$ cat config.mk
export PLATFORM = sky130hd
export DESIGN_NAME = bnn_param_loader
export DESIGN_NICKNAME = d
export VERILOG_FILES = /design/src/rtl/bnn_param_loader.sv
export SDC_FILE = /design/constraint.sdc
export NUM_CORES = 1
export LEC_CHECK = 0
export CAP_MARGIN = 20
export CORE_AREA = 2 2 68 70
export CTS_CLUSTER_DIAMETER = 120
export DETAILED_ROUTE_END_ITERATION = 12
export DIE_AREA = 0 0 70 72
export PLACE_DENSITY_LB_ADDON = 0.25
export SLEW_MARGIN = 20
export SYNTH_ARGS = -nofsm -noshare
export SYNTH_HDL_FRONTEND = slang
export SYNTH_SLANG_ARGS = --single-unit
$ cat constraint.sdc
create_clock -name i_clk -period 1.8 [get_ports i_clk]
set_input_delay 0.27 -clock i_clk [delete_from_list [all_inputs] [get_ports i_clk]]
set_output_delay 0.27 -clock i_clk [all_outputs]
set_load 0.005 [all_outputs]
$ cat src/rtl/bnn_param_loader.sv
// -----------------------------------------------------------------------------
// bnn_param_loader
//   Setup-phase sequencer for the daisy-chained neuron parameter shift chain.
//   Parameter bytes arrive on a valid/ready stream. Each byte is serialised
//   MSB-first onto o_chain_param, with o_chain_setup high for exactly one cycle
//   per bit. Loading stops after NEURONS*(INPUTS+BIAS_BITS) bits. After that the
//   chain is held frozen and inference is enabled.
//
// Ports
//   i_clk          clock, all logic on posedge
//   i_rst_n        synchronous active-low reset
//   i_start        begin a load (honoured in IDLE or DONE only)
//   i_abort        cancel the load in progress
//   i_in_data      parameter byte, bit 7 shifted first
//   i_in_valid     i_in_data valid
//   o_in_ready     loader can accept a byte this cycle
//   o_chain_setup  shift strobe to every neuron
//   o_chain_param  serial data into the first neuron
//   o_busy         load in progress
//   o_loaded       chain holds a complete parameter set
//   o_infer_en     same as o_loaded, gates downstream output capture
//   o_bit_count    bits shifted so far in the current load
// -----------------------------------------------------------------------------
module bnn_param_loader #(
  parameter  int NEURONS    = 4,
  parameter  int INPUTS     = 8,
  parameter  int BIAS_BITS  = 3,
  localparam int TOTAL_BITS = NEURONS * (INPUTS + BIAS_BITS),
  localparam int CNT_W      = $clog2(TOTAL_BITS + 1)
) (
  input  logic             i_clk,
  input  logic             i_rst_n,
  input  logic             i_start,
  input  logic             i_abort,
  input  logic [7:0]       i_in_data,
  input  logic             i_in_valid,
  output logic             o_in_ready,
  output logic             o_chain_setup,
  output logic             o_chain_param,
  output logic             o_busy,
  output logic             o_loaded,
  output logic             o_infer_en,
  output logic [CNT_W-1:0] o_bit_count
);

  localparam int TOTAL_BYTES = (TOTAL_BITS + 7) / 8;
  localparam int LAST_BITS   = TOTAL_BITS % 8;
  localparam int ACC_W       = $clog2(TOTAL_BYTES + 1);
  // Only the leading bits of the final byte belong to the chain; the rest are dropped.
  localparam logic [3:0] FINAL_BITS = (LAST_BITS == 0) ? 4'd8 : 4'(LAST_BITS);

  typedef enum logic [1:0] {
    S_IDLE = 2'd0,
    S_LOAD = 2'd1,
    S_DONE = 2'd2
  } state_t;

  state_t           r_state;
  logic [7:0]       r_buf;
  logic [3:0]       r_bits_left;
  logic [ACC_W-1:0] r_bytes_acc;
  logic [CNT_W-1:0] r_bit_count;

  logic w_in_ready;
  logic w_xfer;
  logic w_shift;
  logic w_last_byte;
  logic w_last_bit;

  // Ready depends on registered state only, so it never loops back through i_in_valid.
  assign w_in_ready  = (r_state == S_LOAD) && (r_bits_left == 4'd0) &&
                       (r_bytes_acc < ACC_W'(TOTAL_BYTES));
  assign w_xfer      = w_in_ready && i_in_valid;
  assign w_shift     = (r_state == S_LOAD) && (r_bits_left != 4'd0);
  assign w_last_byte = (r_bytes_acc == ACC_W'(TOTAL_BYTES - 1));
  assign w_last_bit  = (r_bit_count == CNT_W'(TOTAL_BITS - 1));

  assign o_in_ready    = w_in_ready;
  assign o_chain_setup = w_shift;
  assign o_chain_param = w_shift & r_buf[7];
  assign o_busy        = (r_state == S_LOAD);
  assign o_loaded      = (r_state == S_DONE);
  assign o_infer_en    = (r_state == S_DONE);
  assign o_bit_count   = r_bit_count;

  // Control path: state, byte/bit bookkeeping.
  always_ff @(posedge i_clk) begin
    if (!i_rst_n) begin
      r_state     <= S_IDLE;
      r_bits_left <= 4'd0;
      r_bytes_acc <= '0;
      r_bit_count <= '0;
    end else begin
      case (r_state)
        S_IDLE: begin
          if (i_start) begin
            r_state     <= S_LOAD;
            r_bits_left <= 4'd0;
            r_bytes_acc <= '0;
            r_bit_count <= '0;
          end
        end
        S_LOAD: begin
          if (i_abort) begin
            // Abort wins over a same-cycle handshake; that byte is dropped.
            r_state     <= S_IDLE;
            r_bits_left <= 4'd0;
          end else if (w_shift) begin
            r_bits_left <= r_bits_left - 4'd1;
            r_bit_count <= r_bit_count + CNT_W'(1);
            if (w_last_bit) begin
              r_state <= S_DONE;
            end
          end else if (w_xfer) begin
            r_bits_left <= w_last_byte ? FINAL_BITS : 4'd8;
            r_bytes_acc <= r_bytes_acc + ACC_W'(1);
          end
        end
        S_DONE: begin
          if (i_start) begin
            r_state     <= S_LOAD;
            r_bits_left <= 4'd0;
            r_bytes_acc <= '0;
            r_bit_count <= '0;
          end
        end
        default: begin
          r_state <= S_IDLE;
        end
      endcase
    end
  end

  // Data path: byte buffer shifts left, bit 7 feeds the chain.
  always_ff @(posedge i_clk) begin
    if ((r_state == S_LOAD) && i_abort) begin
      r_buf <= 8'd0;
    end else if (w_shift) begin
      r_buf <= {r_buf[6:0], 1'b0};
    end else if (w_xfer) begin
      r_buf <= i_in_data;
    end
  end

endmodule
==> run_results.csv, run 1 <==
group,metric,value,unit
pwr,totalPowerFinal,1.16,mW
placement,port_buffers,24,
synth,avgSynthCellArea,8.32,µm²
synth,yosysWarnings,0,
timing,hold_violations,0,
placement,dpl_cell_area,0.00173,mm²
setup_path,critPathKind,"reg -> out",
min_path,hold_class,"reg -> reg",
timing,finalCritPeriodShare,106,%
cts,cts_inserted_buffers,3,
pwr,vdd_drop_max,0.392,mV
detailed_routing,drt_wl_total,3430,µm
timing,min_period,1.90,ns
timing,rsz0062_at_grt,"yes",
synth,synth_cell_types,43,
grt,grt_pass1_vias,1257,
cts,clk_pin_slew,0.08,ns
grt,overflow,0,
placement,gp_congestion,0.847,
grt,gr-usage-all-layers,13.7,%
detailed_routing,via_per_inst,5.15,
synth,synthDominantCellAreaShare,36.7,%
synth,ys_top_cells_by_area,"dfxtp_1 37%, a21oi_1 6.8%, o21ai_0 6.4%",
cells_and_area,syn_to_final_growth,47.5,%
pwr,p_leak,0.695,nW
synth,synth-edff-count,0,
grt,grt_pass1_wl,5510,µm
setup_path,critPathMaxFanout,4,
timing,hold_ws,0.506,ns
die,floorplan.initialDensity,29.5,%
timing,fin_setup_tns,-0.438,ns
cells_and_area,drive_above_1_share,26.1,%
setup_path,crit_required,1.53,ns
cts,clkLatencyLatePin,0.27,ns
synth,syn_inst,151,
timing,worst_slew_pin_slew,0.392,ns
die,design.core.area,0.00426,mm²
detailed_routing,avgRoutedWirePerCell,13.7,µm
grt,antenna_found_initial,0,
synth,yosys_register_bits,23,
cells_and_area,final_nets,218,
die,dieHeight,72,µm
synth,yosysSeqAreaShare,36.7,%
cts,root_buffer,"clkbuf_8",
timing,postLayoutSetupSlackWorst,-0.0996,ns
detailed_routing,dr.pass1.iters,4,
detailed_routing,postRouteAntennaNets,0,
detailed_routing,vias,1293,
setup_path,startpoint_type,"flip-flop",
cts,clock_sinks,23,
status,status,"finished with violations",
setup_path,worst_setup_path_end_kind,"output pin",
timing,clock.fmax,526,MHz
pwr,power.density,626,mW/mm²
cells_and_area,antenna_cells,0,
die,pin_count,25,
synth,synth_top_area_cell,"dfxtp_1",
cells_and_area,final_common_cell,"buf_4",
cells_and_area,finalInstanceArea,0.00185,mm²
synth,synth-main-ff-cell,"dfxtp_1",
timing,slew_violations,0,
die,num_rows,24,
cts,htree_levels,1,
cts,cts_tree,"done",
detailed_routing,drt_iter0_markers,74,
cells_and_area,final_cell_mix,"24 x buf_4, 20 x clkdlybuf4s50_1, 20 x dfxtp_1",
placement,hpwl,2690,µm
status,failed_checks,"negative setup slack",
timing,fin_skew,0.00254,ns
synth,synth.net_count,169,
timing,report.final.setup_viol,7,
die,dieWidth,70,µm
cts,clk_path_buf_depth,2,
grt,grt_max_degree,14,
synth,synth_area,0.00126,mm²
detailed_routing,drcViolationCount,0,
run,drv_cap,0,
synth,synthArstFlopShare,0,%
setup_path,worst_ep_arrival_time,1.63,ns
die,die_area,0.00504,mm²
timing,max_slew_margin,73.8,%
==> Yosys cell counts (3+ instances only) <==
library cell / number
nand3_1: 5
a21boi_0: 3
or3_1: 3
ha_1: 5
dfxtp_1: 23
nand2_1: 15
nand2b_1: 3
nor2b_1: 4
a21oi_1: 17
inv_1: 7
nor2_1: 6
mux2i_1: 6
o21ai_0: 16
==> final timing paths <==
check	startpoint	endpoint	slack [ns]	cells past startpoint
max	r_bits_left[0]	o_in_ready	-0.1	6
min	r_buf[0]	r_buf[0]	0.51	2
max reg2reg	r_bits_left[0]	r_buf[5]	-0.07	8
min reg2reg	r_buf[0]	r_buf[0]	0.51	2
==> sequential cells by signal, indices dropped and copies added (netlist names) <==
signal and cells:
o_bit_count 6, r_bits_left 4, r_buf 8, r_bytes_acc 3
r_state 2
==> stage by stage <==
step | setup WS [ns] | util, % | cells
after floorplan | 0.0503 | - | 151
after global placement | -0.121 | 40.5 | 246
after detailed placement | -0.204 | 40.5 | 246
after CTS | -0.151 | 42.9 | 251
after global routing | -0.173 | 43.5 | 251
final | -0.0996 | 43.5 | 251
==> what timing repair did <==
action                     CTS  global route
setup buffers                1             0
hold endpoints to repair     0             0
pin swaps                    2             2
resized for setup           27             6
hold buffers                 0             0
setup endpoints to repair   22            20
==> where the power goes <==
part / internal, mW / switching, mW
Combinational: 0.130 / 0.114
Sequential: 0.558 / 0.0247
Clock: 0.158 / 0.174
==> worst max-delay path, cell delays in order (launching register included) <==
cell and delay (ns):
dfxtp_2 0.33, inv_2 0.07, ha_4 0.13, or3b_4 0.41, buf_6 0.13, a211oi_2 0.15
buf_2 0.14
==> layer usage <==
layer | share of wire, % | up-vias | wire length (µm) | global-route usage [%]
li1 | - | 637 | - | -
met1 | 45 | 612 | 1530 | 15.9
met2 | 48 | 35 | 1640 | 23.9
met3 | 5.0 | 9 | 173 | 3.33
met4 | 2.7 | 0 | 91 | 6.62
met5 | 0 | - | 0 | 0
==> cell type report <==
cell class,count,area [µm²]
multi-input combinational,114,802
timing repair buffer,50,445
inverter,8,31.3
fill,446,2410
clock buffer,4,45.0
tap,52,65.1
sequential,23,464
==> logic make-up after synthesis <==
kind of cell	Yosys count	share of synthesized area [%]
buffers and inverters	14	5.28
muxes	7	5.68
and+or+nand+nor	52	23.4
xor gates and xnor gates	1	0.697
DFF	23	36.7
AOI/OAI and AO/OA	49	23.3
adders and majority gates	5	4.98
No activity file was read; power rests on OpenSTA's default activity.
==> inputs of run 2 (changes only) <==
--- a/config.mk
+++ b/config.mk
@@ -5,9 +5,9 @@
 export SDC_FILE = /design/constraint.sdc
 export NUM_CORES = 1
 export LEC_CHECK = 0
-export CAP_MARGIN = 20
 export CORE_AREA = 2 2 68 70
 export CTS_CLUSTER_DIAMETER = 120
+export CTS_CLUSTER_SIZE = 40
 export DETAILED_ROUTE_END_ITERATION = 12
 export DIE_AREA = 0 0 70 72
 export PLACE_DENSITY_LB_ADDON = 0.25
==> results of run 2 <==
No change in the layout: final DEF, timing and power equal those of run 1.
==> patch (flow settings as in run 1) <==
One comparison of `r_bit_count` changes from == to >=.
--- a/src/rtl/bnn_param_loader.sv
+++ b/src/rtl/bnn_param_loader.sv
@@ -74,5 +74,5 @@
   assign w_shift     = (r_state == S_LOAD) && (r_bits_left != 4'd0);
   assign w_last_byte = (r_bytes_acc == ACC_W'(TOTAL_BYTES - 1));
-  assign w_last_bit  = (r_bit_count == CNT_W'(TOTAL_BITS - 1));
+  assign w_last_bit  = (r_bit_count >= CNT_W'(TOTAL_BITS - 1));
 
   assign o_in_ready    = w_in_ready;
Function: same outputs for any inputs over 10 cycles, from zero or initial values and one cycle with i_rst_n low; that may be too few to reach the edited logic, so the function may still have changed.
==> patch against run 1 <==
The run still ends with setup timing left; fmax decreased by 0.88%; global-route usage increased by 0.93 points; critical endpoint unchanged; critical path depth stayed put; critical path type unchanged; combinational power down 2%; first-iteration DRC count fell by 69%; wire length grew 5.5%; synthesized area fell by 1.9%; cell area is 4.1% higher; register-to-register slack gained 50 ps; via count is essentially flat; power down 0.75%; worst setup slack lost 17 ps; largest cell class unchanged; sequential cell count is the same; synthesized cell count shrank 1.3%.
==> patch: results (changes against run 1) <==
* Run status: complete, but fails checks
* Failing checks: setup timing
* Via count of the first global-routing pass at 1361 (+8.3%)
* Seq group at 578 uW (-0.7%)
* Sequential area share after synthesis at 0.374 (+0.00707)
* Number of violations reported at the end of detailed-routing iteration 0 at 23 (-69%)
* Synthesized-area fraction occupied by ao, oa, aoi and oai cells at 0.204 (-0.0290)
* Maximum number of pins on one net before global-route repair at 13 (-1)
* Sum of met2 wire segment lengths after detailed routing at 1830 um (+11%)
* Total length of routed met3 wires at 150 um (-13%)
* Total nets after synthesis at 167 (-1.2%)
* Leakage power at 0.000805 uW (+16%)
* Area after DPL at 1710 um^2 (-0.65%)
* Global-route usage over all layers at 0.147 (+0.00933)
* Share of power burned in combinational logic at 0.208 (-0.003)
* Internal cell power at 844 uW (-0.35%)
* # nets final at 225 (+3.2%)
* Leading cell types by total area after synthesis: dfxtp_1 (37%), nor2_1 (5.2%), ha_1 (5.1%), a21oi_1 (4.1%), nand2_1 (3.0%)
* Top cells by instance count after synthesis: dfxtp_1 (23), nor2_1 (17), a21oi_1 (10), nand2_1 (10), inv_1 (9)
* Metal1 wirelength at 1600 um (+4.6%)
* Global-route wire length before repair at 6020 um (+9.4%)
* Post-route setup TNS at -181 ps (+257 ps)
* CP Data Arrival Time at 1650 ps (+20 ps)
* Met2 track demand over resource in global routing at 0.268 (+0.0286)
* Maximum fanout along the worst path at 3 (-1)
* Slew of the pin with the lowest slew margin at 311 ps (-81.1 ps)
* Number of different library cells in the post-synthesis netlist at 44 (+2.3%)
* Worst r2r src: r_bits_left[1]$_SDFFE_PN0P_
* R2R setup slack at -20 ps (+50 ps)
* Vias post-DR at 1292 (-0.077%)
* Synthesized instance count at 149 (-1.3%)
* Total power at 1150 uW (-0.75%)
* Final worst-path setup slack at -116 ps (-16.8 ps)
* Post-Place Worst Slack at -271 ps (-67.6 ps)
* Adder-cell share of the synthesized area at 0.0508 (+0.000961)
* Gp weighted congestion at 0.762 (-10%)
* Startpoint of the lowest-slack hold path: r_buf[1]$_SDFFE_PP0P_
* Share of cell area taken by muxes after synthesis at 0.0254 (-0.0314)
* Share of final-layout standard cells stronger than drive strength 1 at 0.330 (+0.0688)
* Number of setup violations in the final report at 5 (-2)
## patch: changes by cell type in the layout (fill, tap and decap cells not counted), sizes merged, moves of 6 or more
cell	run 1	this run
o21ai	16	7
buf	28	37
a21oi	18	12
nor2	6	17
## patch: cell type report
type	instances	area [um^2]
sequential	23	464
fill	432	2340
multi-input combinational	111	807
inverter	10	40.0
timing repair buffer	58	507
tap	52	65.1
clock buffer	4	45.0
## patch: path summary, 6_finish.rpt
| path | endpoint | cells after the start |
|---|---|---|
| max | o_in_ready | 6 |
| min | r_buf[1]$_SDFFE_PP0P_ | 2 |
| max reg2reg | o_bit_count[5]$_SDFFE_PN0P_ | 8 |
| min reg2reg | r_buf[1]$_SDFFE_PP0P_ | 2 |
## patch: timing repair
| action | CTS | global route |
|---|---|---|
| setup endpoints to repair | 21 | 17 |
| cloned | 0 | 1 |
| pin swaps | 5 | 5 |
| setup buffers | 6 | 2 |
| resized for setup | 34 | 12 |
| hold buffers | 0 | 0 |
